[config.mk]
export PLATFORM = sky130hd
export DESIGN_NAME = piso_frame_serializer_flat
export DESIGN_NICKNAME = d
export VERILOG_FILES = /design/src/rtl/analyzer_pkg.sv /design/src/rtl/piso_frame_serializer_if.sv /design/src/rtl/bit_period_divider.sv /design/src/rtl/piso_frame_serializer.sv /design/src/flat_wrapper.sv
export SDC_FILE = /design/constraint.sdc
export NUM_CORES = 1
export LEC_CHECK = 0
export ABC_AREA = 1
export BUFFER_PORTS_ARGS = -buffer_cell sky130_fd_sc_hd__buf_2
export CORE_MARGIN = 1.5
export CORE_UTILIZATION = 34
export DETAILED_ROUTE_END_ITERATION = 7
export HOLD_SLACK_MARGIN = 0.03
export MAX_ROUTING_LAYER = met4
export SLEW_MARGIN = 20
export SYNTH_ARGS = -nofsm -noshare
export SYNTH_HDL_FRONTEND = slang
export SYNTH_HIERARCHICAL = 1
export SYNTH_SLANG_ARGS = --single-unit
[constraint.sdc]
create_clock -name clk -period 3 [get_ports clk]
set_input_delay 0.9 -clock clk [delete_from_list [all_inputs] [get_ports clk]]
set_output_delay 0.9 -clock clk [all_outputs]
set_load 0.01 [all_outputs]
[src/rtl/analyzer_pkg.sv]
// Shared analyzer definitions: default frame width, serializer state encoding
// and a counter-width helper used by the serial-link blocks.
package analyzer_pkg;

    localparam int FRAME_WIDTH = 8;

    typedef enum logic {
        IDLE  = 1'b0,
        SHIFT = 1'b1
    } state_e;

    // Width of a down-counter that must hold values 0..n-1; never narrower than 1 bit.
    function automatic int cnt_width(input int n);
        return (n <= 1) ? 1 : $clog2(n);
    endfunction

endpackage

[src/rtl/piso_frame_serializer_if.sv]
// Word-in / bit-out bundle of the frame serializer: the source side drives
// the handshake and observes the serial line and framing pulses.
interface piso_frame_serializer_if
    import analyzer_pkg::*;
#(
    parameter int WIDTH = FRAME_WIDTH
);
    logic             in_valid;
    logic [WIDTH-1:0] in_data;
    logic             in_ready;
    logic             data_out;
    logic             bit_strobe;
    logic             busy;
    logic             frame_done;

    modport master (
        output in_valid, in_data,
        input  in_ready, data_out, bit_strobe, busy, frame_done
    );

    modport slave (
        input  in_valid, in_data,
        output in_ready, data_out, bit_strobe, busy, frame_done
    );
endinterface

[src/rtl/bit_period_divider.sv]
// Reloadable down-counter marking bit-period boundaries; tc is high while the
// count is zero. Shared by the transmit and receive sides of the serial link.
module bit_period_divider
    import analyzer_pkg::*;
#(
    parameter int DIV = 1
) (
    input  logic clk,
    input  logic reset,
    input  logic load,
    input  logic dec,
    output logic tc
);
    localparam int             CW     = cnt_width(DIV);
    localparam logic [CW-1:0]  RELOAD = CW'(DIV - 1);

    logic [CW-1:0] count_q, count_d;

    always_comb begin
        // NOTE: every always_comb output gets its default first, so no path leaves it unassigned and no latch is inferred.
        count_d = count_q;
        if (load) begin
            count_d = RELOAD;
        end else if (dec) begin
            count_d = count_q - CW'(1);
        end
    end

    // NOTE: state flops use <= so every register samples its _d value from the same edge.
    always_ff @(posedge clk or posedge reset) begin
        if (reset) begin
            count_q <= '0;
        end else begin
            count_q <= count_d;
        end
    end

    assign tc = (count_q == '0);

endmodule

[src/rtl/piso_frame_serializer.sv]
// MSB-first parallel-in serial-out transmitter: accepts a word on a valid/ready
// handshake and shifts it out at DIV clocks per bit, back-to-back if offered.
module piso_frame_serializer
    import analyzer_pkg::*;
#(
    parameter int WIDTH = FRAME_WIDTH,
    parameter int DIV   = 1
) (
    input  logic                     clk,
    input  logic                     reset,
    piso_frame_serializer_if.slave   bus
);
    localparam int BW = $clog2(WIDTH);

    state_e           state_q, state_d;
    logic [WIDTH-1:0] shreg_q, shreg_d;
    logic [BW-1:0]    bitcnt_q, bitcnt_d;
    logic             strobe_q, strobe_d;

    logic div_tc;
    logic in_shift;
    logic last_cycle;
    logic shift_now;
    logic ready;
    logic accept;

    assign in_shift   = (state_q == SHIFT);
    assign last_cycle = in_shift && div_tc && (bitcnt_q == '0);
    assign shift_now  = in_shift && div_tc && (bitcnt_q != '0);
    assign ready      = (state_q == IDLE) || last_cycle;
    assign accept     = bus.in_valid && ready;

    bit_period_divider #(
        .DIV (DIV)
    ) u_divider (
        .clk   (clk),
        .reset (reset),
        .load  (accept || shift_now),
        .dec   (in_shift),
        .tc    (div_tc)
    );

    always_comb begin
        state_d  = state_q;
        shreg_d  = shreg_q;
        bitcnt_d = bitcnt_q;
        strobe_d = accept || shift_now;
        // A final-cycle accept takes priority so the next frame starts with no gap bit.
        if (accept) begin
            state_d  = SHIFT;
            shreg_d  = bus.in_data;
            bitcnt_d = BW'(WIDTH - 1);
        end else if (shift_now) begin
            shreg_d  = {shreg_q[WIDTH-2:0], 1'b0};
            bitcnt_d = bitcnt_q - BW'(1);
        end else if (last_cycle) begin
            state_d  = IDLE;
            shreg_d  = '0;
        end
    end

    always_ff @(posedge clk or posedge reset) begin
        if (reset) begin
            // NOTE: the shift register is a small datapath register, not a memory, so it is cleared with the rest.
            state_q  <= IDLE;
            shreg_q  <= '0;
            bitcnt_q <= '0;
            strobe_q <= 1'b0;
        end else begin
            state_q  <= state_d;
            shreg_q  <= shreg_d;
            bitcnt_q <= bitcnt_d;
            strobe_q <= strobe_d;
        end
    end

    // Gating by state lets reset force the line low without waiting for an edge.
    assign bus.in_ready   = ready;
    assign bus.data_out   = in_shift && shreg_q[WIDTH-1];
    assign bus.bit_strobe = strobe_q;
    assign bus.busy       = in_shift;
    assign bus.frame_done = last_cycle;

endmodule

[src/flat_wrapper.sv]
// flat-port wrapper written by rule: the top's interface ports become plain ports
module piso_frame_serializer_flat import analyzer_pkg::*;
#(
    parameter int WIDTH = FRAME_WIDTH,
    parameter int DIV   = 1
)
  (clk, reset, bus_in_valid, bus_in_data, bus_in_ready, bus_data_out, bus_bit_strobe, bus_busy, bus_frame_done);
  piso_frame_serializer_if #(.WIDTH(WIDTH)) bus_i ();
  input  logic clk;
  input  logic reset;
  input wire logic [$bits(bus_i.in_valid)-1:0] bus_in_valid;
  input wire logic [$bits(bus_i.in_data)-1:0] bus_in_data;
  output wire logic [$bits(bus_i.in_ready)-1:0] bus_in_ready;
  output wire logic [$bits(bus_i.data_out)-1:0] bus_data_out;
  output wire logic [$bits(bus_i.bit_strobe)-1:0] bus_bit_strobe;
  output wire logic [$bits(bus_i.busy)-1:0] bus_busy;
  output wire logic [$bits(bus_i.frame_done)-1:0] bus_frame_done;
  assign bus_i.in_valid = bus_in_valid;
  assign bus_i.in_data = bus_in_data;
  assign bus_in_ready = bus_i.in_ready;
  assign bus_data_out = bus_i.data_out;
  assign bus_bit_strobe = bus_i.bit_strobe;
  assign bus_busy = bus_i.busy;
  assign bus_frame_done = bus_i.frame_done;
  piso_frame_serializer #(.WIDTH(WIDTH), .DIV(DIV)) u_core (.clk(clk), .reset(reset), .bus(bus_i));
endmodule
==> summary.txt, run 1 <==
Power
  – PD cells: 1030 mW/mm²
  – Leak: about 0.49 nW
  – Worst vdd ir: 357 µV

Route
  – Vias per cell: roughly 4.3
  – Antenna Nets Post-Route: 0
  – WL/cell: 8.92 µm
  – # DRC: 0
  – Routed WL: 1180 µm
  – Initial DRC Count: 7
  – Via Count: around 570
  – 1st-pass router iterations: 4

Synth
  – Post-synth top area cell: dfrtp_1
  – Avg Cell Area, Syn: 7.97 µm²
  – Netlist cell types: 13
  – XOR/XNOR share of the synthesized area: 0%
  – Largest family of logic cells by synthesized area: simple AND/OR/NAND/NOR gates
  – Post-Synth Adder-Cell Area: 3.65%
  – Synth top area cells: dfrtp_1 (51%), nand2_1 (19%), inv_1 (7.7%)
  – Synth warn: 6
  – Synthesized flop and latch total: 14
  – Post-synth top flop: dfrtp_1
  – Post-Synthesis Cells: 86
  – Mapped Nets: 99
  – Synth async-reset ratio: 100%
  – Post-Synthesis Cell Area: 686 µm²
  – Most frequent cells after synthesis: nand2_1 (35), dfrtp_1 (14), inv_1 (14)
  – Post-synth EDFFs: 0
  – Complex-gate fraction of the synthesized area: 5.11%
  – Register area share after synthesis: between 50% and 60%
  – Top cell type's share of synthesized area: 51.1%
  – Simple-gate share of the synthesized area: 31.9%
  – Most frequent cell after synthesis: nand2_1
  – Mux cell area share after synthesis: 0%

Timing
  – Hold Violations, Final: 0
  – Least-Margin Pin Slew: about 500 ps
  – RSZ-0062 raised after global routing: false
  – Setup TNS: 0 ps
  – Final clock skew: between 1.5 and 2 ps
  – Max-slew violations: 0
  – Final min period: 2370 ps
  – Rel. slew slack: 66.8%
  – Post-route clock period utilization: 78.9%
  – Setup violators final: 0
  – F_max: 423 MHz

Place
  – RePlAce Congestion: 0.699
  – PortBufs: 15
  – DP Cell Count: between 100 and 150
  – Hpwl dp: 874 µm

Clocking
  – Hold-fix buffers at CTS: 0
  – Root buffer cell: clkbuf_4
  – Post-CTS Repair Setup Buffers: 0
  – Max Buffers Root-to-Sink: 2
  – H-tree Lvls: 1
  – Clock Latency Late Sink: 270 ps
  – Clock transition at path regs: 80 ps
  – CTS resizes: 0
  – Clock sink count: 14
  – CTS buffer count: 3
  – CTS tree: done

Final layout
  – Antenna cells: 0
  – Nets: around 120
  – Non-filler cells, final: 132
  – Layout cells sized above 1: 24.8%
  – Area grow syn2layout: 21.2%

Floorplan
  – Initial Utilization: 35.7%
  – Die width: 47.9 µm
  – FP Rows: 16
  – Core area: 0.00192 mm²
  – # IOs: 16
  – Die height: approximately 48 µm
  – Die ar.: between 0.002 and 0.0025 mm²

Critical path
  – Worst reg2reg path endpoint: u_core/u_divider/count_q
  – CP Buf/Inv Count: 2
  – Critical Path Start Type: flop
  – Critical path cell sequence: inv_1 > ha_1 > ha_1 > nand3_1 > nand2_1 > buf_2
  – CP endpoint kind: primary output
  – Reg2reg setup slack: approximately 1500 ps
  – Critical path type: reg -> out
  – R2R depth: 9
  – R2r startpoint: u_core/bitcnt_q[0]
  – Critical path fanouts, max: 3
  – Slowest CP cell: dfrtp_1
  – Longest individual stage delay on the worst path: 380 ps
  – Crit-path leading delay family: adder cells
  – Critical Path AT: 1470 ps
  – Worst path most repeated cell: ha_1
  – CP required: around 2100 ps

GRT
  – First-pass GRT wire length: 1770 µm
  – Grt ovf: 0
  – Vias in the first global route: 480
  – Largest net degree at the start of global routing: 14
  – Initial antenna violation count: 0
  – GRT Util Overall: 11.7%

Status
  – Status: complete, no violations

Worst hold path
  – HP Class: in -> async

Flow run
  – Max Cap Viol: 0
==> routing by layer <==
layer | wire length, µm | global-route usage [%]
met2 | 586 | 18.7
met3 | 36 | 2.26
met1 | 554 | 12.4
met5 | 0 | -
met4 | 0 | 9.73
==> power breakdown <==
part,switching (mW),total [mW],internal (mW)
registers,0.0445,0.315,0.270
logic,0.258,0.413,0.155
clock network,0.0579,0.132,0.0737
==> worst max path at each step <==
stage / from / to / slack (ps) / cells past startpoint
5_1_grt: u_core/bitcnt_q[0] / bus_in_ready / 530 / 6
3_3_place_gp: u_core/bitcnt_q[0] / bus_in_ready / 950 / 6
6_report: u_core/bitcnt_q[0] / bus_in_ready / 630 / 6
2_1_floorplan: u_core/bitcnt_q[0] / bus_in_ready / 1070 / 5
4_1_cts: u_core/bitcnt_q[0] / bus_in_ready / 620 / 6
3_5_place_dp: u_core/bitcnt_q[0] / bus_in_ready / 930 / 6
==> through the flow <==
step | util, % | setup slack [ps] | total power [mW] | cell area, µm² | hold WS, ps
2_1_floorplan | - | 1070 | 0.635 | 686 | 449
3_3_place_gp | 41.3 | 954 | 0.730 | 795 | 465
3_5_place_dp | 41.3 | 931 | 0.737 | 795 | 471
4_1_cts | 43.2 | 622 | 0.873 | 831 | 444
5_1_grt | 43.2 | 533 | 0.941 | 831 | 444
6_report | 43.2 | 634 | 0.860 | 831 | 453
==> placed cells by master (no fill, tap or decap), drive strengths merged <==
cell type / synthesis / final
buf: 0 / 15
ha: 2 / 2
a21oi: 4 / 4
nand2: 37 / 37
clkbuf: 0 / 4
inv: 15 / 15
dfrtp: 14 / 14
nand3: 10 / 10
nor2: 4 / 4
==> cells by family after synthesis <==
kind of cell	Yosys count
AND/OR/NAND/NOR	51
adder cells (fa/ha/maj)	2
AO/OA/AOI/OAI	4
flip-flops	14
buffers and inverters	15
==> area by class of cell <==
class / count / area, µm²
tap: 27 / 33.8
fill: 225 / 1090
inverter: 15 / 56.3
timing repair buffer: 15 / 75.1
sequential: 14 / 350
clock buffer: 4 / 36.3
multi-input combinational: 57 / 279
==> sequential cells by signal (all words and copies together) (netlist names) <==
register,count
u_core/u_divider/count_q,1
u_core/shreg_q,8
u_core/bus.busy,1
u_core/bus.bit_strobe,1
u_core/bitcnt_q,3
Note: power is estimated with default switching activity, not from simulation.
==> inputs of run 2 (changes only) <==
Clock period 3 ns to 2 ns, I/O delays scaled along.
==> run 2 against run 1 <==
Critical path depth did not move; power rose by 62%; non-clock buffer count rose by 3; sequential power rose by 50%; sequential share of layout area fell by 2.3 points; count of clock-buffer cells in the layout did not move; final area rose by 5.7%; setup slack got worse by 560 ps; cell count rose by 2.3%; global-route usage fell by 0.63 points; register-to-register slack got worse by 1100 ps; critical endpoint unchanged; combinational power rose by 75%.
==> summary.txt, run 2 (synthesis results as in run 1) <==
Timing
  – Final worst slack: 78.6 ps (was 634 ps)
  – Min Hold Slack: 151 ps (was 453 ps)
  – Hold Violations, Final: 0 (unchanged)
  – Rel. slew slack: 66.5% (was 66.8%)
  – Final min period: about 1900 ps
  – Post-route clock period utilization: about 96%
  – Max-slew violations: 0 (unchanged)
  – Final clock skew: 0.685 ps (was 1.85 ps)
  – F_max: 520 MHz
  – Setup violators final: 0 (unchanged)
  – Least-Margin Pin Slew: 502 ps (was 498 ps)

Clocking
  – H-tree Lvls: 1 (unchanged)
  – Clock transition at path regs: 80 ps (about the same)
  – Clock Latency Late Sink: 270 ps (about the same)
  – Max Buffers Root-to-Sink: 2 (unchanged)
  – CTS buffer count: 3 (unchanged)
  – CTS tree: done (unchanged)
  – Hold-fix buffers at CTS: 0 (unchanged)
  – Clock sink count: 14 (unchanged)
  – Root buffer cell: clkbuf_4 (unchanged)

Critical path
  – Slowest CP cell: dfrtp_1 (unchanged)
  – R2R depth: 12 (was 9)
  – Critical Path AT: 1320 ps (was 1470 ps)
  – CP endpoint kind: primary output (unchanged)
  – Critical path fanouts, max: 3 (unchanged)
  – Critical path cell sequence: inv_2 > ha_4 > ha_4 > nand3_1 > nand2_1 > buf_2 (was inv_1 > ha_1 > ha_1 > nand3_1 > nand2_1 > buf_2)
  – Critical Path Start Type: flop (unchanged)
  – CP required: 1400 ps (was 2100 ps)
  – Longest individual stage delay on the worst path: 390 ps (was 380 ps)
  – Critical path type: reg -> out (unchanged)
  – Worst path most repeated cell: ha_4 (was ha_1)

Route
  – Antenna Nets Post-Route: 0 (unchanged)
  – WL/cell: 8.96 µm (was 8.92 µm)
  – Initial DRC Count: 14 (was 7)
  – # DRC: 0 (unchanged)
  – Via Count: 584 (was 573)
  – 1st-pass router iterations: 4 (unchanged)
  – Vias per cell: 4.33 (was 4.34)
  – Routed WL: 1210 µm (was 1180 µm)

Floorplan
  – Die width: 47.9 µm (unchanged)
  – FP Rows: 16 (unchanged)
  – # IOs: 16 (unchanged)
  – Die ar.: 0.00229 mm² (unchanged)
  – Die height: 47.9 µm (unchanged)
  – Core area: 0.00192 mm² (unchanged)
  – Initial Utilization: 35.7% (unchanged)

Place
  – PortBufs: 15 (unchanged)
  – Hpwl dp: 842 µm (was 874 µm)
  – DP Worst Slack: 236 ps (was 931 ps)
  – Placed Area: 795 µm² (unchanged)
  – RePlAce Congestion: 0.699 (about the same)

Power
  – Leak: 0.500 nW (was 0.486 nW)
  – Worst vdd ir: 547 µV (was 357 µV)
  – Design Power: 1.40 mW (was 0.860 mW)
  – PD cells: 1590 mW/mm² (was 1030 mW/mm²)

Worst hold path
  – HP Class: in -> async (unchanged)

Status
  – Status: complete, no violations (unchanged)

Final layout
  – Nets: 122 (was 119)
  – Core Util, Final: 45.7% (was 43.2%)
  – Final-layout fill cell count: 219 (was 225)
  – Antenna cells: 0 (unchanged)
  – FF/Latch Area: 350 µm² (unchanged)
  – Layout cells sized above 1: 30.6% (was 24.8%)
  – Most frequent cells in the layout: nand2_1 (35), buf_2 (15), dfrtp_1 (14) (was nand2_1 (35), buf_2 (15), inv_1 (14), dfrtp_1 (14), nand3_1 (10))
  – Biggest register: u_core/shreg_q (unchanged)
  – Final Cell Area: 878 µm² (was 831 µm²)
  – Multi-input logic area: 304 µm² (was 279 µm²)
  – Commonest non-fill, non-tap cell in the layout: nand2_1 (unchanged)
  – Max FFs per register: 8 (unchanged)
  – Leading registers by flop count: u_core/shreg_q (8), u_core/bitcnt_q (3) (unchanged)
  – Area grow syn2layout: 28.1% (was 21.2%)

GRT
  – Vias in the first global route: 422 (was 480)
  – Grt ovf: 0 (unchanged)
  – Largest net degree at the start of global routing: 14 (unchanged)
  – GRT Util Overall: 11.1% (was 11.7%)
  – First-pass GRT wire length: 1680 µm (was 1770 µm)
  – Initial antenna violation count: 0 (unchanged)

Flow run
  – Max Cap Viol: 0 (unchanged)
run 2: where the power goes:
part / leakage, nW / internal, mW / switching [mW]
registers: 0.174 / 0.405 / 0.0677
logic: 0.304 / 0.300 / 0.423
clock network: 0.0210 / 0.111 / 0.0882
run 2: timing repair:
action / CTS / global route
gates cloned: 0 / 0
buffers inserted: 1 / 2
gates resized for setup: 3 / 3
endpoints found under the setup margin: 2 / 2
pin swaps: 0 / 2
run 2: worst paths after layout:
| check | start | endpoint | slack (ps) |
|---|---|---|---|
| worst max-delay path | u_core/bitcnt_q[0] | bus_in_ready | 80 |
| worst min-delay path | reset | u_core/u_divider/count_q | 150 |
| worst max register to register | u_core/bitcnt_q[0] | u_core/u_divider/count_q | 440 |
| worst min register to register | u_core/shreg_q[0] | u_core/shreg_q[0] | 500 |
| max in group asynchronous | reset | u_core/shreg_q[2] | 1320 |
| min in group clk | u_core/shreg_q[0] | u_core/shreg_q[0] | 500 |
run 2: worst max-delay path: cells and delay by family (launching register included):
family	cells	cell delay [ps]
adder cells (fa/ha/maj)	2	270
buffers and inverters	2	210
flip-flops	1	390
AND/OR/NAND/NOR	2	180
run 2: cell type report:
cell class,instances,area share [%]
Sequential cell,14,39.9
Multi-Input combinational cell,57,34.6
Timing Repair Buffer,18,11.1
Inverter,15,6.41
Clock buffer,4,4.13
Tap cell,27,3.85
run 2: layer usage:
layer | GRT usage (%) | vias to the layer above | wire (µm)
met5 | - | - | 0
met4 | 6.49 | 0 | 0
met3 | 2.26 | 0 | 32
met2 | 16.8 | 9 | 582
met1 | 13.5 | 267 | 594
li1 | - | 308 | -
run 2: through the flow:
| stage | cells | TNS [ps] |
|---|---|---|
| 6_report | 135 | 0 |
| 5_1_grt | 135 | -7.82 |
| 4_1_cts | 133 | 0 |
| 3_5_place_dp | 128 | 0 |
| 3_3_place_gp | 128 | 0 |
| 2_1_floorplan | 86 | 0 |
==> inputs of run 3 (changes only) <==
Settings changed: ABC_CLOCK_PERIOD_IN_PS set to 2250, SYNTH_HIERARCHICAL 1 to not set.
Clock period 2 ns to 2.25 ns, I/O delays scaled along.
==> run 3 against run 2 <==
Combinational power shrank 31%; first-iteration DRC count is 36% lower; largest power group unchanged; power is 22% lower.
==> summary.txt, run 3 <==
Status
  – Status: complete, no violations (unchanged)

GRT
  – GRT Util Overall: 13.3% (was 11.1%)
  – GR met1 Demand/Resource: 17.4% (was 13.5%)
  – Grt ovf: 0 (unchanged)
  – Routing usage on met3: 3.46% (was 2.26%)
  – Initial antenna violation count: 0 (unchanged)
  – Largest net degree at the start of global routing: 15 (was 14)
  – First-pass GRT wire length: 1980 µm (was 1680 µm)
  – Met2 GRT Util: 19.7% (was 16.8%)
  – Most crowded layer after global routing: met2 (unchanged)
  – Vias in the first global route: 479 (was 422)

Floorplan
  – Die height: 47.3 µm (was 47.9 µm)
  – # IOs: 16 (unchanged)
  – Initial Utilization: 37.5% (was 35.7%)
  – Die width: 47.3 µm (was 47.9 µm)
  – Core area: 0.00178 mm² (was 0.00192 mm²)
  – Die ar.: 0.00224 mm² (was 0.00229 mm²)
  – FP Rows: 15 (was 16)

Critical path
  – CP endpoint kind: primary output (unchanged)
  – Slowest CP cell: dfrtp_1 (unchanged)
  – CP Buf/Inv Count: 3 (was 2)
  – Critical Path Start Type: flop (unchanged)
  – Crit-path leading delay family: flip-flops (unchanged)
  – Critical path cell sequence: inv_1 > ha_1 > ha_2 > inv_2 > o21ai_2 > buf_2 (was inv_2 > ha_4 > ha_4 > nand3_1 > nand2_1 > buf_2)
  – Critical path fanouts, max: 4 (was 3)
  – Longest individual stage delay on the worst path: 380 ps (was 390 ps)
  – Critical Path AT: 1470 ps (was 1320 ps)
  – Reg2reg setup slack: 770 ps (was 440 ps)
  – Critical path type: reg -> out (unchanged)
  – CP required: 1570 ps (was 1400 ps)

Timing
  – Least-Margin Pin Slew: 538 ps (was 502 ps)
  – Setup violators final: 0 (unchanged)
  – Setup TNS: 0 ps (unchanged)
  – Min Hold Slack: 423 ps (was 151 ps)
  – Rel. slew slack: 64.1% (was 66.5%)
  – Post-route clock period utilization: between 90 and 100%
  – Max-slew violations: 0 (unchanged)
  – Final min period: 2140 ps
  – RSZ-0062 raised after global routing: false
  – Final clock skew: 1.71 ps (was 0.685 ps)
  – Hold Violations, Final: 0 (unchanged)
  – F_max: roughly 470 MHz

Power
  – Clock power share: 16.6% (was 14.2%)
  – Psw: 0.443 mW (was 0.579 mW)
  – Net Sw Frac: 40.9% (was 41.5%)
  – P_int: 0.641 mW (was 0.816 mW)
  – Comb power frac: 46.2% (was 51.8%)
  – Share of power burned in registers: 37.3% (was 33.9%)
  – Leak: 0.457 nW (was 0.500 nW)
  – PD cells: 1330 mW/mm² (was 1590 mW/mm²)
  – Worst vdd ir: 529 µV (was 547 µV)

Synth
  – Complex-gate fraction of the synthesized area: 3.93% (was 5.11%)
  – Mapped Nets: 94 (was 99)
  – Post-Synth Adder-Cell Area: 3.75% (was 3.65%)
  – Synth top area cells: dfrtp_1 (52%), nand2_1 (20%), nand3_1 (7.5%) (was dfrtp_1 (51%), nand2_1 (19%), inv_1 (7.7%))
  – Most frequent cells after synthesis: nand2_1 (35), dfrtp_1 (14), nand3_1 (10) (was nand2_1 (35), dfrtp_1 (14), inv_1 (14))
  – XOR/XNOR share of the synthesized area: 0% (unchanged)
  – Post-Synthesis Cells: 81 (was 86)
  – Register area share after synthesis: 52.4% (was 51.1%)
  – Post-Synthesis Cell Area: 668 µm² (was 686 µm²)
  – Post-synth top flop: dfrtp_1 (unchanged)
  – Post-synth top area cell: dfrtp_1 (unchanged)
  – Top cell type's share of synthesized area: 52.4% (was 51.1%)
  – Post-synth EDFFs: 0 (unchanged)
  – Mux cell area share after synthesis: 0% (unchanged)
  – Most frequent cell after synthesis: nand2_1 (unchanged)
  – Synth async-reset ratio: 100% (unchanged)
  – Simple-gate share of the synthesized area: 33.3% (was 31.9%)
  – Synthesized flop and latch total: 14 (unchanged)
  – Netlist cell types: 15 (was 13)
  – Largest family of logic cells by synthesized area: simple AND/OR/NAND/NOR gates (unchanged)
  – Synth warn: 0 (was 6)
  – Avg Cell Area, Syn: 8.25 µm² (was 7.97 µm²)

Final layout
  – Biggest register: u_core.shreg_q (was u_core/shreg_q)
  – Commonest non-fill, non-tap cell in the layout: nand2_1 (unchanged)
  – Max FFs per register: 8 (unchanged)
  – Layout cells sized above 1: 28.0% (was 30.6%)
  – Most frequent cells in the layout: nand2_1 (35), buf_2 (15), dfrtp_1 (14) (unchanged)
  – Antenna cells: 0 (unchanged)
  – Leading registers by flop count: u_core.shreg_q (8), u_core.bitcnt_q (3) (was u_core/shreg_q (8), u_core/bitcnt_q (3))
  – Non-filler cells, final: 125 (was 135)
  – Nets: 114 (was 122)
  – Area grow syn2layout: 21.7% (was 28.1%)
  – Core Util, Final: 45.6% (was 45.7%)

Flow run
  – Max Cap Viol: 0 (unchanged)

Worst hold path
  – HP Class: in -> async (unchanged)

Clocking
  – CTS tree: done (unchanged)
  – Post-CTS Repair Setup Buffers: 0 (was 1)
  – CTS buffer count: 3 (unchanged)
  – Root buffer cell: clkbuf_4 (unchanged)
  – Clock transition at path regs: 90 ps (was 80 ps)
  – Max Buffers Root-to-Sink: 2 (unchanged)
  – Clock Latency Late Sink: 270 ps (about the same)
  – H-tree Lvls: 1 (unchanged)
  – Clock sink count: 14 (unchanged)

Route
  – # DRC: 0 (unchanged)
  – Vias per cell: 4.39 (was 4.33)
  – 1st-pass router iterations: 3 (was 4)
  – Antenna Nets Post-Route: 0 (unchanged)
  – Initial DRC Count: 9 (was 14)
  – WL/cell: 9.59 µm (was 8.96 µm)
  – Routed WL: 1200 µm (was 1210 µm)
  – Via Count: 549 (was 584)

Place
  – PortBufs: 15 (unchanged)
  – RePlAce Congestion: 0.813 (was 0.699)
  – Hpwl dp: 916 µm (was 842 µm)
  – DP Cell Count: 121 (was 128)
run 3: cell count changes after synthesis:
cell	previous run	this run
a21boi_0	0	1
a21oi_1	2	1
a21oi_2	1	0
a21oi_4	1	0
inv_1	14	9
inv_4	0	1
nand2_4	0	1
nor2_1	2	0
o21ai_0	0	1
o21ai_2	0	1
run 3: per-layer routing:
metal  wire [µm]  vias to the layer above
met2         550                        7
met1         591                      251
met3          44                        2
met5           0                        -
met4          12                        0
li1            -                      289
run 3: stage by stage:
| stage | power (mW) | instance area (µm²) | worst slack, ps |
|---|---|---|---|
| final | 1.08 | 813 | 108 |
| after CTS | 1.10 | 811 | 58.3 |
| after detailed placement | 0.917 | 774 | 372 |
| after global placement | 0.900 | 774 | 408 |
| after floorplan | 0.784 | 668 | 537 |
| after global routing | 1.19 | 813 | 28.4 |
run 3: path summary, 6_finish.rpt:
path	startpoint	end	depth (start not counted)
worst min-delay path	reset	u_core.bitcnt_q[0]	2
max in group asynchronous	reset	u_core.shreg_q[3]	2
worst max register to register	u_core.bitcnt_q[0]	u_core.shreg_q[3]	7
worst max-delay path	u_core.bitcnt_q[0]	bus_in_ready	6
min in group clk	u_core.bitcnt_q[0]	u_core.bitcnt_q[0]	2
worst min register to register	u_core.bitcnt_q[0]	u_core.bitcnt_q[0]	2
run 3: worst register-to-register path: stages (launching register included):
cell      delay (ps)
dfrtp_1          380
inv_1             80
ha_1             150
ha_2             230
a21boi_0         120
nor2_2           290
nand2_1           90
nand3_1           80
run 3: repair_timing:
action | CTS | global route
hold buffers | 0 | 0
hold endpoints to repair | 0 | 0
resized for setup | 0 | 1
endpoints found under the setup margin | 0 | 1
run 3: final cells by class:
class,count,area [µm²]
tap,25,31.3
sequential,14,350
multi-input combinational,56,277
timing repair buffer,15,75.1
clock buffer,4,36.3
fill,195,970
inverter,11,43.8
run 3: power by group through the flow:
stage                     Sequential, mW  Clock (mW)  Combinational (mW)
after global routing               0.418       0.199               0.576
after floorplan                    0.405           0               0.380
after global placement             0.407           0               0.493
final                              0.404       0.180               0.501
after detailed placement           0.410           0               0.507
after CTS                          0.405       0.187               0.509
run 3: kinds of logic (layout without fill, tap and decap cells):
kind of cell    count (synthesis)  in the layout
compound gates                  4              4
fa+ha+maj                       2              2
flops                          14             14
buf+inv                        11             30
simple gates                   50             50
